### config.mk
export PLATFORM = sky130hd
export DESIGN_NAME = cb_safe_mode_sequencer
export DESIGN_NICKNAME = d
export VERILOG_FILES = /design/src/rtl/cb_safe_seq_pkg.sv /design/src/rtl/cb_safe_seq_watchdog.sv /design/src/rtl/cb_safe_mode_sequencer.sv
export SDC_FILE = /design/constraint.sdc
export NUM_CORES = 1
export LEC_CHECK = 0
export BUFFER_PORTS_ARGS = -buffer_cell sky130_fd_sc_hd__clkbuf_2
export CAP_MARGIN = 5
export CORE_ASPECT_RATIO = 0.5
export CORE_MARGIN = 4
export CORE_UTILIZATION = 49
export CTS_CLUSTER_DIAMETER = 50
export DETAILED_ROUTE_END_ITERATION = 8
export PLACE_DENSITY = 0.77
export SLEW_MARGIN = 20
export SYNTH_ARGS = -nofsm -noshare
export SYNTH_HDL_FRONTEND = slang
export SYNTH_SLANG_ARGS = --single-unit
### constraint.sdc
create_clock -name clk_i -period 3.4 [get_ports clk_i]
set_input_delay 0.51 -clock clk_i [delete_from_list [all_inputs] [get_ports clk_i]]
set_output_delay 0.51 -clock clk_i [all_outputs]
set_load 0.02 [all_outputs]
### src/rtl/cb_safe_seq_pkg.sv
// Shared types for the safe-mode sequencer.
//   state_e  : sequencer FSM states
//   status_e : result code reported on status_o
//   cfg_t    : one complete safe-mode configuration (shadow and applied copies)
package cb_safe_seq_pkg;

    typedef enum logic [2:0] {
        S_IDLE   = 3'd0,
        S_HALT   = 3'd1,
        S_CONFIG = 3'd2,
        S_RUN    = 3'd3,
        S_DONE   = 3'd4,
        S_ERROR  = 3'd5
    } state_e;

    typedef enum logic [1:0] {
        STAT_OK      = 2'd0,
        STAT_HALT_TO = 2'd1,
        STAT_RUN_TO  = 2'd2,
        STAT_ABORT   = 2'd3
    } status_e;

    // "config" is a reserved word, so the configuration field is safe_config.
    typedef struct packed {
        logic        safe_mode;
        logic [1:0]  safe_config;
        logic [2:0]  master;
        logic [31:0] boot_addr;
    } cfg_t;

endpackage

### src/rtl/cb_safe_seq_watchdog.sv
// Saturating phase watchdog.
//   clk_i, rst_i : clock, asynchronous active-high reset
//   clear_i      : restart the count at zero (has priority over enable_i)
//   enable_i     : count one cycle
//   limit_i      : limit in cycles, 0 disables expiry (sampled live)
//   expired_o    : count has reached limit_i - 1
module cb_safe_seq_watchdog #(
    parameter int unsigned TimeoutW = 24
) (
    input  logic                clk_i,
    input  logic                rst_i,
    input  logic                clear_i,
    input  logic                enable_i,
    input  logic [TimeoutW-1:0] limit_i,
    output logic                expired_o
);

    localparam logic [TimeoutW-1:0] One = TimeoutW'(1);

    logic [TimeoutW-1:0] cnt_q, cnt_d;

    always_comb begin
        cnt_d = cnt_q;
        if (clear_i) begin
            cnt_d = '0;
        end else if (enable_i && (cnt_q != '1)) begin
            cnt_d = cnt_q + One;
        end
    end

    always_ff @(posedge clk_i or posedge rst_i) begin
        if (rst_i) begin
            cnt_q <= '0;
        end else begin
            cnt_q <= cnt_d;
        end
    end

    // The count is 0 in the first cycle of a phase, so matching limit-1
    // flags the last of limit_i full cycles.
    assign expired_o = (limit_i != '0) && (cnt_q == (limit_i - One));

endmodule

### src/rtl/cb_safe_mode_sequencer.sv
// Safe-mode change sequencer for the safe CPU wrapper.
// Accepts a request, halts all cores, applies the new configuration while
// they are quiescent, releases them with start_o and waits for end_sw_i.
//   req_*          : request handshake and requested configuration
//   timeout_i      : watchdog limit for HALT and RUN (0 = none)
//   abort_i        : cancel the sequence in progress
//   core_halt_req_o/core_halted_i : per-core halt handshake
//   end_sw_i       : end-of-software level (rising edge completes RUN)
//   safe_mode_o .. boot_addr_o    : applied configuration
//   start_o, busy_o, done_o, error_o, status_o : sequencing status
module cb_safe_mode_sequencer
    import cb_safe_seq_pkg::*;
#(
    parameter int unsigned NCores      = 3,
    parameter int unsigned TimeoutW    = 24,
    parameter logic [31:0] BootAddrRst = 32'h0
) (
    input  logic                clk_i,
    input  logic                rst_i,
    input  logic                req_valid_i,
    output logic                req_ready_o,
    input  logic                req_safe_mode_i,
    input  logic [1:0]          req_config_i,
    input  logic [2:0]          req_master_i,
    input  logic [31:0]         req_boot_addr_i,
    input  logic [TimeoutW-1:0] timeout_i,
    input  logic                abort_i,
    output logic [NCores-1:0]   core_halt_req_o,
    input  logic [NCores-1:0]   core_halted_i,
    input  logic                end_sw_i,
    output logic                safe_mode_o,
    output logic [1:0]          safe_configuration_o,
    output logic [2:0]          master_core_o,
    output logic [31:0]         boot_addr_o,
    output logic                start_o,
    output logic                busy_o,
    output logic                done_o,
    output logic                error_o,
    output logic [1:0]          status_o
);

    localparam cfg_t CfgRst = '{safe_mode: 1'b0, safe_config: 2'b00,
                                master: 3'b000, boot_addr: BootAddrRst};

    state_e  state_q, state_d;
    status_e status_q, status_d;
    cfg_t    shadow_q, applied_q;
    logic    end_sw_prev_q;
    logic    end_sw_rise;
    logic    all_halted;
    logic    wd_clear, wd_enable, wd_expired;
    logic    apply_cfg;
    logic    latch_req;

    assign end_sw_rise = end_sw_i && !end_sw_prev_q;
    assign all_halted  = &core_halted_i;

    // The watchdog restarts on every entry into a timed phase.
    assign wd_clear  = ((state_d == S_HALT) && (state_q != S_HALT)) ||
                       ((state_d == S_RUN)  && (state_q != S_RUN));
    assign wd_enable = (state_q == S_HALT) || (state_q == S_RUN);

    cb_safe_seq_watchdog #(
        .TimeoutW (TimeoutW)
    ) u_watchdog (
        .clk_i     (clk_i),
        .rst_i     (rst_i),
        .clear_i   (wd_clear),
        .enable_i  (wd_enable),
        .limit_i   (timeout_i),
        .expired_o (wd_expired)
    );

    // State register plus the registers it controls.
    always_ff @(posedge clk_i or posedge rst_i) begin
        if (rst_i) begin
            state_q       <= S_IDLE;
            status_q      <= STAT_OK;
            shadow_q      <= CfgRst;
            applied_q     <= CfgRst;
            end_sw_prev_q <= 1'b0;
        end else begin
            state_q       <= state_d;
            status_q      <= status_d;
            end_sw_prev_q <= end_sw_i;
            if (latch_req) begin
                shadow_q <= '{safe_mode: req_safe_mode_i, safe_config: req_config_i,
                              master: req_master_i, boot_addr: req_boot_addr_i};
            end
            if (apply_cfg) begin
                applied_q <= shadow_q;
            end
        end
    end

    // Next state; abort beats the exit condition, which beats the watchdog.
    always_comb begin
        state_d   = state_q;
        status_d  = status_q;
        latch_req = 1'b0;
        apply_cfg = 1'b0;
        unique case (state_q)
            S_IDLE: begin
                if (req_valid_i) begin
                    latch_req = 1'b1;
                    state_d   = S_HALT;
                end
            end
            S_HALT: begin
                if (abort_i) begin
                    status_d = STAT_ABORT;
                    state_d  = S_ERROR;
                end else if (all_halted) begin
                    state_d  = S_CONFIG;
                end else if (wd_expired) begin
                    status_d = STAT_HALT_TO;
                    state_d  = S_ERROR;
                end
            end
            S_CONFIG: begin
                if (abort_i) begin
                    status_d = STAT_ABORT;
                    state_d  = S_ERROR;
                end else begin
                    apply_cfg = 1'b1;
                    state_d   = S_RUN;
                end
            end
            S_RUN: begin
                if (abort_i) begin
                    status_d = STAT_ABORT;
                    state_d  = S_ERROR;
                end else if (end_sw_rise) begin
                    status_d = STAT_OK;
                    state_d  = S_DONE;
                end else if (wd_expired) begin
                    status_d = STAT_RUN_TO;
                    state_d  = S_ERROR;
                end
            end
            S_DONE:  state_d = S_IDLE;
            S_ERROR: state_d = S_IDLE;
            default: state_d = S_IDLE;
        endcase
    end

    // Outputs decoded purely from registered state.
    always_comb begin
        req_ready_o     = (state_q == S_IDLE);
        busy_o          = (state_q != S_IDLE);
        core_halt_req_o = ((state_q == S_HALT) || (state_q == S_CONFIG)) ? '1 : '0;
        start_o         = (state_q == S_RUN);
        done_o          = (state_q == S_DONE);
        error_o         = (state_q == S_ERROR);
        status_o        = status_q;
        safe_mode_o          = applied_q.safe_mode;
        safe_configuration_o = applied_q.safe_config;
        master_core_o        = applied_q.master;
        boot_addr_o          = applied_q.boot_addr;
    end

endmodule
==> results of run 1 <==
==> layout make-up <==
cell class                      instances  area (um2)
Multi-Input combinational cell        320        2480
Timing Repair Buffer                  130         683
Clock buffer                           10         239
Inverter                               12        50.0
Tap cell                              140         175
Clock inverter                          6        87.6
Fill cell                             856        3980
Sequential cell                       106        2650
==> critical path, stage by stage <==
cell and delay, ns:
clkbuf_2 0.13, inv_1 0.07, ha_1 0.21, or3b_2 0.53
xnor2_1 0.15, o31a_1 0.27, a222oi_1 0.30, nand4_1 0.15
nor4_2 0.24, buf_4 0.18, o21ai_0 0.09, a22o_1 0.20
==> cells in the mapped netlist (all sizes together), types with 2 or more instances <==
cell    instances  share of area (%)
xor2           22                3.7
clkbuf         16                1.1
a21oi           7               0.66
or3             9                1.1
a311oi          2               0.33
nand2          13               0.93
o31ai           2               0.28
nand4b          3               0.50
inv            12               0.85
nand3          15                1.4
o22ai           2               0.36
ha              2               0.47
and4            3               0.50
o21a            2               0.28
a211oi          3               0.43
and2            5               0.59
mux2           76                 16
nand3b          2               0.28
xnor2          26                4.3
nor3b           2               0.28
a41oi           2               0.33
dfrtp         106                 50
and3            5               0.59
a21o            2               0.28
a31oi           3               0.36
nand2b          3               0.36
o21ai          10               0.95
buf             8               0.85
nor2           37                2.6
nand4          16                2.0
nor2b           2               0.24
o31a            3               0.50
nor3           14                1.3
nor4           10                1.6
or4             3               0.43
==> power breakdown <==
part | switching [mW] | total (mW) | internal [mW] | leakage [nW]
registers | 0.313 | 2.07 | 1.76 | 1.31
logic | 0.964 | 1.76 | 0.798 | 1.39
clock network | 0.451 | 1.12 | 0.668 | 0.163
total | 1.73 | 4.95 | 3.22 | 2.87
==> metrics by stage <==
| step | area (um2) | setup slack [ns] | hold slack, ns | utilization, % | cells |
|---|---|---|---|---|---|
| 5_1_grt | 6360 | 0.402 | 0.279 | 61.5 | 724 |
| 2_1_floorplan | 5270 | 0.101 | 0.475 | - | 462 |
| 4_1_cts | 6360 | 0.619 | 0.278 | 61.5 | 724 |
| 3_3_place_gp | 6040 | 0.349 | 0.479 | 58.3 | 708 |
| 3_5_place_dp | 6040 | 0.252 | 0.489 | 58.3 | 708 |
| 6_report | 6360 | 0.583 | 0.296 | 61.5 | 724 |
==> path summary, 6_finish.rpt <==
path,slack [ns],startpoint,cells past startpoint,to
worst min register to register,0.50,shadow_q[32],1,shadow_q[32]
worst max-delay path,0.58,timeout_i[0],12,status_o[1]
worst max register to register,0.71,u_watchdog.cnt_q[2],8,u_watchdog.cnt_q[8]
max in group asynchronous,2.42,rst_i,3,boot_addr_o[15]
worst min-delay path,0.30,end_sw_i,1,end_sw_prev_q
min in group asynchronous,0.33,rst_i,2,shadow_q[33]
==> cell families (layout without fill, tap and decap cells) <==
group	count (synthesis)	after routing	synth area share, %
simple gates	146	146	15.4
compound gates	46	46	6.15
xor+xnor	49	49	8.40
fa+ha+maj	2	2	0.475
mux	77	77	16.4
buf+inv	36	158	2.85
flops	106	106	50.3
==> registers in the layout, indices dropped and copies added (netlist names) <==
| signal | flops |
|---|---|
| boot_addr_o | 32 |
| end_sw_prev_q | 1 |
| master_core_o | 3 |
| safe_configuration_o | 2 |
| safe_mode_o | 1 |
| shadow_q | 38 |
| state_q | 3 |
| status_o | 2 |
| u_watchdog.cnt_q | 24 |
==> metal layers <==
| metal | vias to the layer above | part of all wire, % |
|---|---|---|
| met5 | - | 0 |
| li1 | 1900 | - |
| met1 | 1956 | 43 |
| met2 | 96 | 50 |
| met3 | 13 | 5.7 |
| met4 | 0 | 0.88 |
==> flow_summary_export.csv, run 1 <==
group,metric,value,unit
clock_tree,clock-sinks,106,
placement,dpl.hpwl,8300,um
critical_path,start_kind,"primary input",
timing,slew_headroom,42.1,%
die,dieArea,12600,um2
flow_run,drv_cap,0,
drt,postRouteAntennaNets,0,
placement,port_buffers,117,
clock_tree,post-cts-setup-buffers,0,
hold_path,worst_hold_path_type,"in -> reg",
yosys,ys_seq_area_share,50.3,%
cells_and_area,drive_gt1_share,39.7,%
global_routing,grt-busiest-layer,"met2",
power_and_ir_drop,power.leakage,2.87,nW
timing,hold_viol_final,0,
critical_path,required,3.63,ns
drt,drtIter0Drc,127,
placement,place_congestion,0.901,
die,fp.dieH,81.4,um
cells_and_area,area_growth,20.7,%
power_and_ir_drop,power_density,778,nW/um2
clock_tree,numCtsBuffers,9,
drt,routedWlPerCell,15.6,um
yosys,ys_types,56,
timing,fin_crit,2.82,ns
global_routing,overflow,0,
critical_path,cp.arrival,3.05,ns
die,initial_core_util,51.0,%
global_routing,grt_max_degree,89,
yosys,synth_edf_count,0,
outcome,status,"finished, final reports clean",
timing,finalSetupViolCount,0,
die,ioPinCount,118,
cells_and_area,final_cell_mix,"117 x clkbuf_2, 106 x dfrtp_1, 76 x mux2_2",
timing,tns,0,ns
global_routing,antenna_found_initial,0,
critical_path,critPathCaptureType,"register",
yosys,async_reset_ff_share,100,%
clock_tree,cts_hold_buf,0,
die,chipWidth,155,um
yosys,synth_area,5270,um2
drt,drt_first_pass_iters,4,
yosys,netlist_instances,462,
critical_path,cp_max_fo,6,
yosys,syn-num-nets,534,
timing,tightest_slew,0.857,ns
timing,final_max_slew_viol_count,0,
global_routing,grt_pass1_wl,18800,um
global_routing,use_met1,23.3,%
drt,via_per_inst,5.48,
clock_tree,clk_latency,0.34,ns
timing,min_period_over_period,82.9,%
cells_and_area,num_antenna_cells,0,
power_and_ir_drop,p_total,4.95,mW
cells_and_area,final_common_cell,"clkbuf_2",
cells_and_area,final_net_count,651,
critical_path,critPathKind,"in -> reg",
yosys,ys.flop_type,"dfrtp_1",
clock_tree,cts_tree,"done",
clock_tree,htreeDepth,3,
timing,rsz0062_at_grt,"no",
drt,drc_errors,0,
timing,finalClockSkew,0.0111,ns
drt,vias,3965,
drt,finalWirelength,11300,um
global_routing,gr-usage-met2,32.6,%
die,num_rows,26,
global_routing,use_met3,5.06,%
global_routing,grt_pass1_vias,3913,
yosys,avgSynthCellArea,11.4,um2
global_routing,grt_util_all_layers,18.6,%
yosys,ys_ff_latch,106,
clock_tree,cts_root_buf,"clkbuf_16",
die,coreArea,10300,um2
timing,fmax,0.355,GHz
yosys,yosys_warnings,0,
clock_tree,clkTransAtPathRegs,0.07,ns
clock_tree,clockBufferDepth,2,
power_and_ir_drop,peakVddDrop,0.000483,V
clock_tree,ctsResizeCount,0,
(Power assumes the default switching activity.)
==> run 2, diff against run 1 <==
--- a/config.mk
+++ b/config.mk
@@ -9,10 +9,10 @@
 export CAP_MARGIN = 5
 export CORE_ASPECT_RATIO = 0.5
 export CORE_MARGIN = 4
-export CORE_UTILIZATION = 49
+export CORE_UTILIZATION = 54
 export CTS_CLUSTER_DIAMETER = 50
 export DETAILED_ROUTE_END_ITERATION = 8
-export PLACE_DENSITY = 0.77
+export PLACE_DENSITY = 0.81
 export SLEW_MARGIN = 20
 export SYNTH_ARGS = -nofsm -noshare
 export SYNTH_HDL_FRONTEND = slang
==> constraint.sdc (replaced) <==
create_clock -name clk_i -period 2.8 [get_ports clk_i]
set_input_delay 0.42 -clock clk_i [delete_from_list [all_inputs] [get_ports clk_i]]
set_output_delay 0.42 -clock clk_i [all_outputs]
set_load 0.02 [all_outputs]
==> run 2 against run 1 <==
Routed wire length rose by 0.60%. Core utilization grew 7.0 points. First-iteration DRC count grew 46%. Non-clock buffer count rose by 25. Critical endpoint unchanged. Highest routed layer unchanged.
==> flow_summary_export.csv, run 2 (synthesis results as in run 1) <==
group,metric,value,unit
clock_tree,numCtsBuffers,9,
placement,dpl.cell_count,727,
clock_tree,htreeDepth,3,
flow_run,drv_cap,0,
timing,tightest_slew,0.537,ns
cells_and_area,fin_cells,744,
power_and_ir_drop,power_density,894,nW/um2
die,fp.dieH,77.9,um
clock_tree,clk_latency,0.33,ns
drt,finalWirelength,11400,um
critical_path,cp.arrival,2.89,ns
cells_and_area,final_common_cell,"clkbuf_2",
cells_and_area,largest_register_ffs,38,
drt,drtIter0Drc,185,
power_and_ir_drop,peakVddDrop,0.000581,V
global_routing,overflow,0,
placement,place_congestion,0.895,
cells_and_area,top_register,"shadow_q",
power_and_ir_drop,p_sw,2.07,mW
power_and_ir_drop,p_int,3.74,mW
clock_tree,clkTransAtPathRegs,0.06,ns
die,chipWidth,148,um
power_and_ir_drop,power.leakage,2.95,nW
drt,drt_first_pass_iters,4,
power_and_ir_drop,seqPwrFrac,42.9,%
drt,postRouteAntennaNets,0,
placement,dpl.hpwl,8500,um
drt,via_per_inst,5.34,
die,initial_core_util,55.6,%
clock_tree,cts_hold_buf,1,
critical_path,critPathKind,"in -> reg",
global_routing,grt_pass1_wl,19500,um
critical_path,critPathCaptureType,"register",
hold_path,worst_hold_path_type,"in -> reg",
timing,fin_ws,0.133,ns
global_routing,grt_pass1_vias,4102,
placement,pre_cts_ws,-0.191,ns
global_routing,grt_util_all_layers,20.7,%
timing,rsz0062_at_grt,"no",
die,num_rows,25,
clock_tree,clock-sinks,106,
cells_and_area,num_antenna_cells,0,
clock_tree,clockBufferDepth,2,
timing,fmax,0.375,GHz
die,dieArea,11500,um2
timing,finalClockSkew,0.00484,ns
power_and_ir_drop,combPwrFrac,37.8,%
placement,placed_area,6220,um2
clock_tree,ctsResizeCount,0,
timing,slew_headroom,63.9,%
clock_tree,cts_tree,"done",
timing,final_max_slew_viol_count,0,
timing,fin_crit,2.67,ns
timing,min_period_over_period,95.2,%
critical_path,start_kind,"primary input",
timing,hold_viol_final,0,
timing,finalSetupViolCount,0,
critical_path,cp_max_fo,6,
cells_and_area,design_area,6500,um2
placement,port_buffers,117,
die,ioPinCount,118,
drt,drc_errors,0,
die,coreArea,9480,um2
cells_and_area,drive_gt1_share,41.7,%
global_routing,grt_max_degree,61,
cells_and_area,final_net_count,676,
clock_tree,post-cts-setup-buffers,0,
cells_and_area,final_cell_mix,"117 x clkbuf_2, 106 x dfrtp_1, 76 x mux2_2",
power_and_ir_drop,p_sw_share,35.7,%
power_and_ir_drop,clkPwrFrac,19.4,%
drt,vias,3976,
critical_path,required,3.02,ns
global_routing,antenna_found_initial,0,
outcome,status,"finished, final reports clean",
clock_tree,cts_root_buf,"clkbuf_16",
drt,routedWlPerCell,15.3,um
cells_and_area,area_growth,23.2,%
## run 2: power groups by stage
stage / Combinational, mW / Clock [mW] / Sequential, mW
floorplan: 1.25 / 0 / 2.74
global placement: 2.16 / 0 / 2.47
detailed placement: 2.22 / 0 / 2.52
CTS: 2.23 / 1.16 / 2.49
global route: 2.39 / 1.22 / 2.57
finish: 2.19 / 1.12 / 2.49
## run 2: metrics by stage
step	hold slack (ns)	TNS, ns	util (%)	power (mW)
2_1_floorplan	0.451	0	-	3.99
3_3_place_gp	0.359	-0.285	65.7	4.64
3_5_place_dp	0.364	-0.523	65.7	4.74
4_1_cts	0.201	0	68.6	5.88
5_1_grt	0.207	0	68.6	6.18
6_report	0.216	0	68.6	5.81
## run 2: worst max-delay path: stages
cell,delay [ns]
clkbuf_2,0.10
inv_1,0.06
ha_1,0.19
or3b_2,0.53
xnor2_1,0.16
o31a_1,0.27
a222oi_1,0.31
nand4_1,0.15
nor4_2,0.22
buf_4,0.18
o21ai_0,0.09
a22o_1,0.20
## run 2: path summary, 6_finish.rpt
check / start / end / slack [ns] / cells past startpoint
setup / recovery: timeout_i[0] / status_o[1] / 0.13 / 12
hold / removal: end_sw_i / end_sw_prev_q / 0.22 / 1
setup reg to reg: u_watchdog.cnt_q[2] / u_watchdog.cnt_q[8] / 0.36 / 8
hold reg to reg: shadow_q[0] / boot_addr_o[0] / 0.50 / 1
max in group asynchronous: rst_i / boot_addr_o[2] / 1.49 / 4
min in group asynchronous: rst_i / master_core_o[0] / 0.59 / 3
## run 2: routing by layer
metal / track usage [%] / share of wire [%]
met5: 0 / 0
met1: 26.7 / 45
met3: 4.55 / 4.6
met2: 36.0 / 50
met4: 5.02 / 0.82
## run 2: cell type report
type                       instances  area, um2
multi-input combinational        320       2480
sequential                       106       2650
clock inverter                     5       31.3
fill                             751       2980
tap                              135        169
timing repair buffer             155        886
inverter                          12       48.8
clock buffer                      11        233
